`src/rtl/control_pkg.sv`:
```
// rtl/control_pkg.sv - class codes, state/kind encodings, ALU opcodes and reset values for control_fsm
package control_pkg;

  // Instruction class codes (top three instruction bits)
  localparam logic [2:0] CLASS_NOP   = 3'b000;
  localparam logic [2:0] CLASS_ALU   = 3'b001;
  localparam logic [2:0] CLASS_CONST = 3'b010;
  localparam logic [2:0] CLASS_MEM   = 3'b100;
  localparam logic [2:0] CLASS_CTRL  = 3'b101;

  // Sub-field values that select the real operation inside a class
  localparam logic [2:0] CTRL_SUB_BEQ = 3'b001;
  localparam logic [1:0] CONST_SUB_OK = 2'b10;

  // ALU opcode constants
  localparam logic [4:0] ALUOP_ADD = 5'b00000;
  localparam logic [4:0] ALUOP_BEQ = 5'b00010;

  // Idle / reset values of the control outputs
  localparam logic RST_MEM_READ_N  = 1'b1;
  localparam logic RST_MEM_WRITE_N = 1'b1;
  localparam logic RST_CTRL        = 1'b0;

  typedef enum logic [2:0] {
    ST_FETCH  = 3'd0,
    ST_DECODE = 3'd1,
    ST_EXEC   = 3'd2,
    ST_MEM    = 3'd3,
    ST_WB     = 3'd4,
    ST_TRAP   = 3'd5
  } state_e;

  // Resolved operation kind; folds the NOP-equivalent encodings into K_NOP
  typedef enum logic [2:0] {
    K_NOP     = 3'd0,
    K_ALU     = 3'd1,
    K_CONST   = 3'd2,
    K_LOAD    = 3'd3,
    K_STORE   = 3'd4,
    K_BEQ     = 3'd5,
    K_ILLEGAL = 3'd6
  } kind_e;

  function automatic kind_e classify(input logic [2:0] cls, input logic [2:0] sub,
                                     input logic [1:0] cst, input logic func);
    kind_e k;
    case (cls)
      CLASS_NOP:   k = K_NOP;
      CLASS_ALU:   k = K_ALU;
      CLASS_CONST: k = (cst == CONST_SUB_OK) ? K_CONST : K_NOP;
      CLASS_MEM:   k = func ? K_STORE : K_LOAD;
      CLASS_CTRL:  k = (sub == CTRL_SUB_BEQ) ? K_BEQ : K_NOP;
      default:     k = K_ILLEGAL;
    endcase
    return k;
  endfunction

endpackage

```
`src/rtl/control_decode.sv`:
```
// rtl/control_decode.sv - combinational class/function decode of the latched instruction
module control_decode
  import control_pkg::*;
#(
  parameter int INSTR_W = 32,
  parameter int ALUOP_W = 5
) (
  input  logic [INSTR_W-1:0] instr_i,
  output kind_e              kind_o,
  output logic [ALUOP_W-1:0] alu_field_o
);

  logic [2:0] cls;
  logic [2:0] sub;
  logic [1:0] cst;
  logic       func;
  logic       unused_instr;

  assign cls  = instr_i[INSTR_W-1 -: 3];
  assign sub  = instr_i[INSTR_W-4 -: 3];
  assign cst  = instr_i[INSTR_W-7 -: 2];
  assign func = instr_i[INSTR_W-8];

  assign kind_o      = classify(cls, sub, cst, func);
  assign alu_field_o = instr_i[INSTR_W-4 -: ALUOP_W];

  // Low instruction bits carry operands that this controller does not look at
  assign unused_instr = ^instr_i;

endmodule

```
`src/rtl/control_fsm.sv`:
```
// rtl/control_fsm.sv - multi-cycle instruction control FSM; define ILLEGAL_TRAP_EN to trap on illegal classes
module control_fsm
  import control_pkg::*;
#(
  parameter int INSTR_W = 32,
  parameter int ALUOP_W = 5,
  parameter int CNT_W   = 16
) (
  input  logic               clock,
  input  logic               resetn,
  input  logic               instr_valid,
  output logic               instr_ready,
  input  logic [INSTR_W-1:0] instruction,
  output logic               mem_req,
  input  logic               mem_ack,
  output logic               branch,
  output logic               alu_src,
  output logic               mem_to_reg,
  output logic               reg_write,
  output logic               register_b,
  output logic [ALUOP_W-1:0] alu_op,
  output logic               mem_read_n,
  output logic               mem_write_n,
  output logic               update_b,
  output logic [CNT_W-1:0]   retired,
  output logic               trap
);

  state_e             state_q, state_d;
  logic [INSTR_W-1:0] instr_q, instr_d;
  logic [CNT_W-1:0]   retired_q, retired_d;
  logic               update_b_q, update_b_d;
  logic               retire;
  logic               in_flight;
  kind_e              kind;
  logic [ALUOP_W-1:0] alu_field;

  control_decode #(
    .INSTR_W (INSTR_W),
    .ALUOP_W (ALUOP_W)
  ) u_decode (
    .instr_i     (instr_q),
    .kind_o      (kind),
    .alu_field_o (alu_field)
  );

  // States in which the class control set (alu_src/alu_op) is presented
  assign in_flight = (state_q == ST_DECODE) || (state_q == ST_EXEC) ||
                     (state_q == ST_MEM)    || (state_q == ST_WB);

  // State and latched instruction; reset drops any in-flight access at once
  always_ff @(posedge clock or negedge resetn) begin
    if (!resetn) begin
      state_q <= ST_FETCH;
      instr_q <= '0;
    end else begin
      state_q <= state_d;
      instr_q <= instr_d;
    end
  end

  // Retired-instruction counter and its toggle flag, both stepped by retire
  always_ff @(posedge clock or negedge resetn) begin
    if (!resetn) begin
      retired_q  <= '0;
      update_b_q <= 1'b0;
    end else begin
      retired_q  <= retired_d;
      update_b_q <= update_b_d;
    end
  end

  assign retired_d  = retire ? retired_q + CNT_W'(1) : retired_q;
  assign update_b_d = update_b_q ^ retire;
  assign retired    = retired_q;
  assign update_b   = update_b_q;

  // Next-state, handshakes and control outputs decoded from the current state
  always_comb begin
    state_d     = state_q;
    instr_d     = instr_q;
    retire      = 1'b0;
    instr_ready = 1'b0;
    mem_req     = RST_CTRL;
    branch      = RST_CTRL;
    alu_src     = RST_CTRL;
    mem_to_reg  = RST_CTRL;
    reg_write   = RST_CTRL;
    register_b  = RST_CTRL;
    trap        = RST_CTRL;
    alu_op      = ALUOP_W'(ALUOP_ADD);
    mem_read_n  = RST_MEM_READ_N;
    mem_write_n = RST_MEM_WRITE_N;

    if (in_flight) begin
      case (kind)
        K_ALU: alu_op = alu_field;
        K_CONST, K_LOAD, K_STORE: begin
          alu_src = 1'b1;
          alu_op  = ALUOP_W'(ALUOP_ADD);
        end
        default: alu_op = ALUOP_W'(ALUOP_ADD);
      endcase
    end

    case (state_q)
      ST_FETCH: begin
        // Ready is withheld while reset is held so no fetch can be claimed
        instr_ready = resetn;
        if (instr_valid) begin
          instr_d = instruction;
          state_d = ST_DECODE;
        end
      end
      ST_DECODE: begin
        state_d = ST_EXEC;
`ifdef ILLEGAL_TRAP_EN
        if (kind == K_ILLEGAL) state_d = ST_TRAP;
`endif
      end
      ST_EXEC: begin
        case (kind)
          K_LOAD, K_STORE: state_d = ST_MEM;
          K_ALU, K_CONST:  state_d = ST_WB;
          K_BEQ: begin
            branch     = 1'b1;
            register_b = 1'b1;
            alu_op     = ALUOP_W'(ALUOP_BEQ);
            retire     = 1'b1;
            state_d    = ST_FETCH;
          end
          default: begin
            retire  = 1'b1;
            state_d = ST_FETCH;
          end
        endcase
      end
      ST_MEM: begin
        mem_req = 1'b1;
        if (kind == K_STORE) begin
          mem_write_n = 1'b0;
          register_b  = 1'b1;
        end else begin
          mem_read_n = 1'b0;
        end
        if (mem_ack) begin
          if (kind == K_STORE) begin
            retire  = 1'b1;
            state_d = ST_FETCH;
          end else begin
            state_d = ST_WB;
          end
        end
      end
      ST_WB: begin
        reg_write  = 1'b1;
        mem_to_reg = (kind == K_LOAD);
        retire     = 1'b1;
        state_d    = ST_FETCH;
      end
      ST_TRAP: begin
`ifdef ILLEGAL_TRAP_EN
        trap = 1'b1;
`else
        trap = RST_CTRL;
`endif
        state_d = ST_TRAP;
      end
      default: state_d = ST_FETCH;
    endcase
  end

endmodule

```
`config.mk`:
```
export PLATFORM = sky130hd
export DESIGN_NAME = control_fsm
export DESIGN_NICKNAME = d
export VERILOG_FILES = /design/src/rtl/control_pkg.sv /design/src/rtl/control_decode.sv /design/src/rtl/control_fsm.sv
export SDC_FILE = /design/constraint.sdc
export NUM_CORES = 1
export LEC_CHECK = 0
export ABC_AREA = 0
export CAP_MARGIN = 20
export CORE_UTILIZATION = 37
export DETAILED_ROUTE_END_ITERATION = 16
export PLACE_DENSITY = 0.78
export SLEW_MARGIN = 20
export SYNTH_ARGS = -nofsm -noshare
export SYNTH_HDL_FRONTEND = slang
export SYNTH_SLANG_ARGS = --single-unit
```
`constraint.sdc`:
```
create_clock -name clock -period 1.4 [get_ports clock]
set_input_delay 0.14 -clock clock [delete_from_list [all_inputs] [get_ports clock]]
set_output_delay 0.14 -clock clock [all_outputs]
set_load 0.03 [all_outputs]
```
==> results of run 1 <==
stage by stage:
stage	power (uW)	worst slack, ns	util, %	setup TNS [ns]	area, um^2
3_5_place_dp	882.1	-0.3604	60.44	-10.10	2296
5_1_grt	1419	-0.5125	72.60	-14.35	2758
4_1_cts	1378	-0.4353	68.77	-11.50	2613
2_1_floorplan	831.4	-0.2949	-	-4.742	1614
6_report	1369	-0.4221	72.60	-11.58	2758
3_3_place_gp	882.1	-0.2736	60.44	-7.936	2296
cells in the mapped netlist (all sizes together):
cell type and count:
a21o 1, o211ai 2, ha 1, dfrtp 28
buf 8, nand2 8, mux2 8, or2b 1
nor2b 2, and2 6, nor3b 4, nor4b 1
nor3 3, a22oi 1, xor2 3, a41oi 1
nand4bb 1, a211oi 1, inv 3, o22ai 2
conb 1, nand3 6, nand3b 1, and3b 1
nand4 8, xnor2 14, and3 7, and2b 1
nand2b 2, o21ai 7, nor2 2
cell type report:
class	count	area [um^2]
fill	266	1041
clock buffer	4	55.05
inverter	3	11.26
sequential	28	708.2
tap	48	60.06
multi-input combinational	97	1037
timing repair buffer	96	885.9
metal layers:
| layer | routed length (um) | part of all wire [%] | track usage, % | vias up |
|---|---|---|---|---|
| met5 | 0 | 0 | 0 | - |
| met4 | 19 | 0.42 | 4.521 | 0 |
| met3 | 163 | 3.6 | 2.759 | 2 |
| met2 | 2431 | 54 | 40.56 | 34 |
| met1 | 1891 | 42 | 25.85 | 673 |
| li1 | - | - | - | 658 |
where the power goes:
| part | switching [uW] | total [uW] | internal [uW] |
|---|---|---|---|
| clock network | 249 | 501 | 252 |
| logic | 28.5 | 60.2 | 31.6 |
| registers | 0 | 808 | 808 |
| total | 278 | 1370 | 1090 |
worst reg2reg max path, stage by stage, from the launching register on:
cell and delay (ns):
dfrtp_2 0.45, buf_4 0.16, buf_4 0.13, nor3b_4 0.17, buf_4 0.15, a41oi_4 0.05, o22ai_4 0.33, nand3_2 0.14
xnor2_2 0.14
cell families after synthesis:
group / count (synthesis) / share of synthesized area (%)
compound gates: 15 / 8.087
fa+ha+maj: 1 / 0.8250
other cells: 1 / 0.2473
mux: 8 / 5.941
flops: 28 / 46.20
buf+inv: 11 / 5.527
xor+xnor: 17 / 9.819
simple gates: 54 / 23.35
flip-flops by register name, summed over array words and instances (netlist names):
register,cells
update_b,1
retired,16
state_q,3
instr_q,8
worst paths after layout:
check | endpoint | slack [ns] | cells past startpoint
worst max register to register | retired[11] | -0.42 | 8
max in group asynchronous | instr_q[29] | 0.82 | 2
worst max-delay path | retired[11] | -0.42 | 8
worst min-delay path | state_q[2] | 0.29 | 2
min in group clock | instr_q[24] | 0.44 | 3
worst min register to register | retired[15] | 0.48 | 1
repair_timing:
| action | 4_1_cts | 5_1_grt |
|---|---|---|
| gates cloned | 1 | 0 |
| pin swaps | 18 | 22 |
| setup buffers | 12 | 3 |
| gates resized for setup | 67 | 36 |
| setup endpoints to repair | 59 | 42 |
placed cells by master (no fill, tap or decap), types with 2 or more instances in the layout:
| master | Yosys | final |
|---|---|---|
| nand2_1 | 8 | 2 |
| nor3_4 | 0 | 3 |
| nor3b_4 | 1 | 4 |
| o211ai_1 | 2 | 2 |
| and2_4 | 0 | 6 |
| xnor2_2 | 0 | 3 |
| dfrtp_2 | 0 | 6 |
| nand3_2 | 0 | 5 |
| buf_4 | 3 | 37 |
| buf_6 | 4 | 31 |
| nand2b_4 | 0 | 2 |
| and3_1 | 6 | 6 |
| nand2_2 | 0 | 6 |
| o21ai_4 | 0 | 3 |
| o21ai_1 | 0 | 4 |
| clkbuf_8 | 0 | 4 |
| xnor2_1 | 14 | 11 |
| dfrtp_1 | 28 | 22 |
| o22ai_4 | 0 | 2 |
| inv_2 | 1 | 2 |
| dlygate4sd2_1 | 0 | 17 |
| xor2_1 | 3 | 3 |
| nor2_1 | 2 | 2 |
| mux2_4 | 0 | 8 |
| clkdlybuf4s50_1 | 0 | 11 |
| nand4_1 | 7 | 7 |
==> flow_summary.yaml, run 1 <==
run_status:
  status: "complete, but fails checks"
  violations: "negative setup slack"
layout:
  fin_cells: 276
  nets: 266
  layout-drive-gt1-share_pct: 58.33
  diodes: 0
  syn2layout_area_growth_pct: 81.85
synthesis:
  yosys_warnings: 0
  netlist-cell-type-count: 40
  ys_ff_latch: 28
  synth_fp_nets: 172
  synth_top_area_share_pct: 46.20
  synth_area_leaders: "dfrtp_1 (46%), xnor2_1 (8.1%), mux2_2 (5.9%)"
  yosysSeqAreaShare_pct: 46.20
  yosysTopAreaCell: "dfrtp_1"
  netlist_area_um2: 1516
  synthCells: 135
  avgSynthCellArea_um2: 11.23
floorplanning:
  die_w_um: 66.02
  core_um2: 3799
  rows: 22
  io_pins: 68
  die-area_um2: 4359
  fp.dieH_um: 66.02
  initial_core_util_pct: 39.92
clock_tree:
  path_clk_slew_ns: 0.10
  hold_buffers: 0
  clock_latency_ns: 0.27
  htree_levels: 1
  ctsRootBufferMaster: "clkbuf_8"
  numCtsBuffers: 3
  clock_path_buffers: 2
  cts_tree: "done"
  cts_sinks: 28
sta:
  slew_violations: 0
  layout_setup_ws_ns: -0.4221
  hold_slack_ns: 0.2899
  finalHoldViolCount: 0
  setup_viol: 40
  rsz0062_at_grt: "true"
  period_needed_ns: 1.822
  max_clock_freq_mhz: 548.8
  period_share_pct: 130.2
  fin_skew_ns: 0.004520
placement:
  place_inst: 257
  finalWeightedCongestion: 0.8704
  dp_hpwl_mm: 2.864
  port_buffers: 42
job:
  maxCapViolCount: 0
critical_path:
  required_ns: 1.57
  critPathTopFamily: "flip-flops"
  crit_chain: "buf_4 -> buf_4 -> nor3b_4 -> buf_4 -> a41oi_4 -> o22ai_4 -> nand3_2 -> xnor2_2"
  rr_startpoint: "state_q[1]"
  cp-startpoint: "state_q[1]"
  cpPeakStageDelay_ns: 0.45
  start_kind: "register"
  path_class: "reg -> reg"
  crit_slowest_cell: "dfrtp_2"
  cp.arrival_ns: 1.99
  crit_buf_inv: 3
  crit_top_cell: "buf_4"
  crit_fanout: 5
  critPathCaptureType: "register"
route:
  wl_mm: 4.506
  route.detailed.drc: 0
  via_per_inst: 4.953
  num_vias: 1367
  wl_per_cell_um: 16.33
  drtIter0Drc: 50
  ant_nets: 0
  dr.pass1.iters: 4
global_routing:
  antenna_found_initial: 0
  grt_max_degree: 29
  grt_pass1_wl_mm: 7.079
  grt_pass1_vias: 1500
  grt_usage_pct: 21.54
  overflow: 0
hold_path:
  hp-class: "in -> async"
pwr:
  power_density_nw_per_um2: 496.4
  ir_drop_mv: 0.4831
  p_leak_uw: 0.001272
Note: power is estimated with default switching activity, not from simulation.
==> inputs of run 2 (changes only) <==
Settings changed: CORE_ASPECT_RATIO set to 0.7.
==> flow_summary.yaml, run 2 (synthesis results as in run 1) <==
pwr:
  power_frac_seq_pct: 53.4
  power.switching_uw: 291.7
  p_leak_uw: 0.001243
  intPower_uw: 1222
  pwr-share-comb_pct: 3.9
  power.total_uw: 1514
  ir_drop_mv: 0.4209
  clkPwrFrac_pct: 42.8
  power_density_nw_per_um2: 565.2
  sw_frac_of_total_pct: 19.27
global_routing:
  grt_max_degree: 29
  overflow: 0
  antenna_found_initial: 0
  grt_usage_pct: 20.66
  grt_pass1_wl_mm: 6.941
  grt_pass1_vias: 1407
sta:
  period_needed_ns: 1.856
  period_share_pct: 132.6
  layout_setup_ws_ns: -0.4557
  rsz0062_at_grt: "true"
  max_clock_freq_mhz: 538.9
  finalHoldViolCount: 0
  setup_viol: 40
  fin_skew_ns: 0.003111
  slew_violations: 0
  setup_tns_ns: -13.15
layout:
  fin_util_pct: 68.29
  mostFrequentLayoutCells: "buf_4 (44), dfrtp_1 (23), buf_6 (17), dlygate4sd2_1 (17), xnor2_1 (12)"
  seq_area_um2: 706.9
  multi_input_area_um2: 955.9
  fillCellCount: 272
  largest_register_ffs: 16
  fin_area_um2: 2679
  diodes: 0
  syn2layout_area_growth_pct: 76.65
  layout-drive-gt1-share_pct: 54.02
  nets: 262
  final_common_cell: "buf_4"
route:
  ant_nets: 0
  wl_per_cell_um: 16.12
  route.detailed.drc: 0
  num_vias: 1386
  drtIter0Drc: 92
  wl_mm: 4.449
  via_per_inst: 5.022
  dr.pass1.iters: 4
placement:
  port_buffers: 42
  dp_hpwl_mm: 2.767
  dp_slack_ns: -0.3142
  placed_area_um2: 2283
  finalWeightedCongestion: 0.8582
critical_path:
  reg2reg_slack_ns: -0.46
  critPathCaptureType: "register"
  cp-startpoint: "state_q[1]"
  crit_fanout: 6
  start_kind: "register"
  path_class: "reg -> reg"
  required_ns: 1.57
  cp.arrival_ns: 2.03
  rr_startpoint: "state_q[1]"
clock_tree:
  cts_tree: "done"
  htree_levels: 1
  clock_latency_ns: 0.28
  hold_buffers: 0
  cts_sinks: 28
  ctsRootBufferMaster: "clkbuf_8"
  numCtsBuffers: 3
  clock_path_buffers: 2
  path_clk_slew_ns: 0.10
hold_path:
  hp-class: "in -> async"
run_status:
  status: "complete, but fails checks"
  violations: "negative setup slack"
floorplanning:
  initial_core_util_pct: 38.66
  core_um2: 3923
  die_w_um: 78.52
  fp.dieH_um: 55.57
  die-area_um2: 4363
  io_pins: 68
  rows: 19
job:
  maxCapViolCount: 0
run 2: changes by cell type in the layout (fill, tap and decap cells not counted), sizes merged:
cell | before | now
buf | 68 | 64
bufinv | 0 | 1
o21ai | 8 | 7
run 2: area by class of cell:
type | count | share of cell area, %
Clock inverter | 1 | 1.121
Timing Repair Buffer | 93 | 32.32
Sequential cell | 28 | 26.39
Inverter | 3 | 0.5138
Clock buffer | 3 | 1.541
Multi-Input combinational cell | 96 | 35.68
Tap cell | 52 | 2.429
run 2: metrics by stage:
| step | instances | hold slack (ns) |
|---|---|---|
| 3_3_place_gp | 257 | 0.4596 |
| 5_1_grt | 276 | 0.3299 |
| 6_report | 276 | 0.2811 |
| 4_1_cts | 268 | 0.2955 |
| 2_1_floorplan | 135 | -0.1556 |
| 3_5_place_dp | 257 | 0.4701 |
run 2: worst max-delay path, cell delays in order, from the launching register on:
cell and delay (ns):
dfrtp_2 0.47, buf_6 0.14, nor3b_4 0.23, buf_6 0.13
a41oi_4 0.04, buf_12 0.16, o22ai_4 0.27, nand3_2 0.15
xnor2_2 0.16
run 2: timing repair:
action                                  4_1_cts  5_1_grt
setup buffers                                 6        8
gates cloned                                  1        0
pin swaps                                    14        9
gates resized for setup                      53       18
endpoints found under the setup margin       59       42
run 2: metal layers:
metal	global-route usage, %	up-vias	routed length [um]
met5	0	-	0
met4	1.587	0	60
met3	3.636	6	204
met2	37.76	43	2216
met1	26.38	688	1967
li1	-	649	-
run 2: path summary, 6_finish.rpt:
| path | endpoint | cells after the start |
|---|---|---|
| hold / removal | retired[13] | 2 |
| setup reg to reg | retired[15] | 8 |
| min in group clock | instr_q[24] | 3 |
| max in group asynchronous | instr_q[30] | 2 |
| setup / recovery | retired[15] | 8 |
| hold reg to reg | update_b | 1 |
run 2: power groups by stage:
stage | Clock [uW] | Combinational, uW | Sequential [uW]
2_1_floorplan | 0 | 7.13 | 824
3_3_place_gp | 0 | 58.0 | 824
3_5_place_dp | 0 | 59.1 | 824
4_1_cts | 648 | 59.5 | 808
5_1_grt | 695 | 65.3 | 808
6_report | 647 | 58.5 | 808
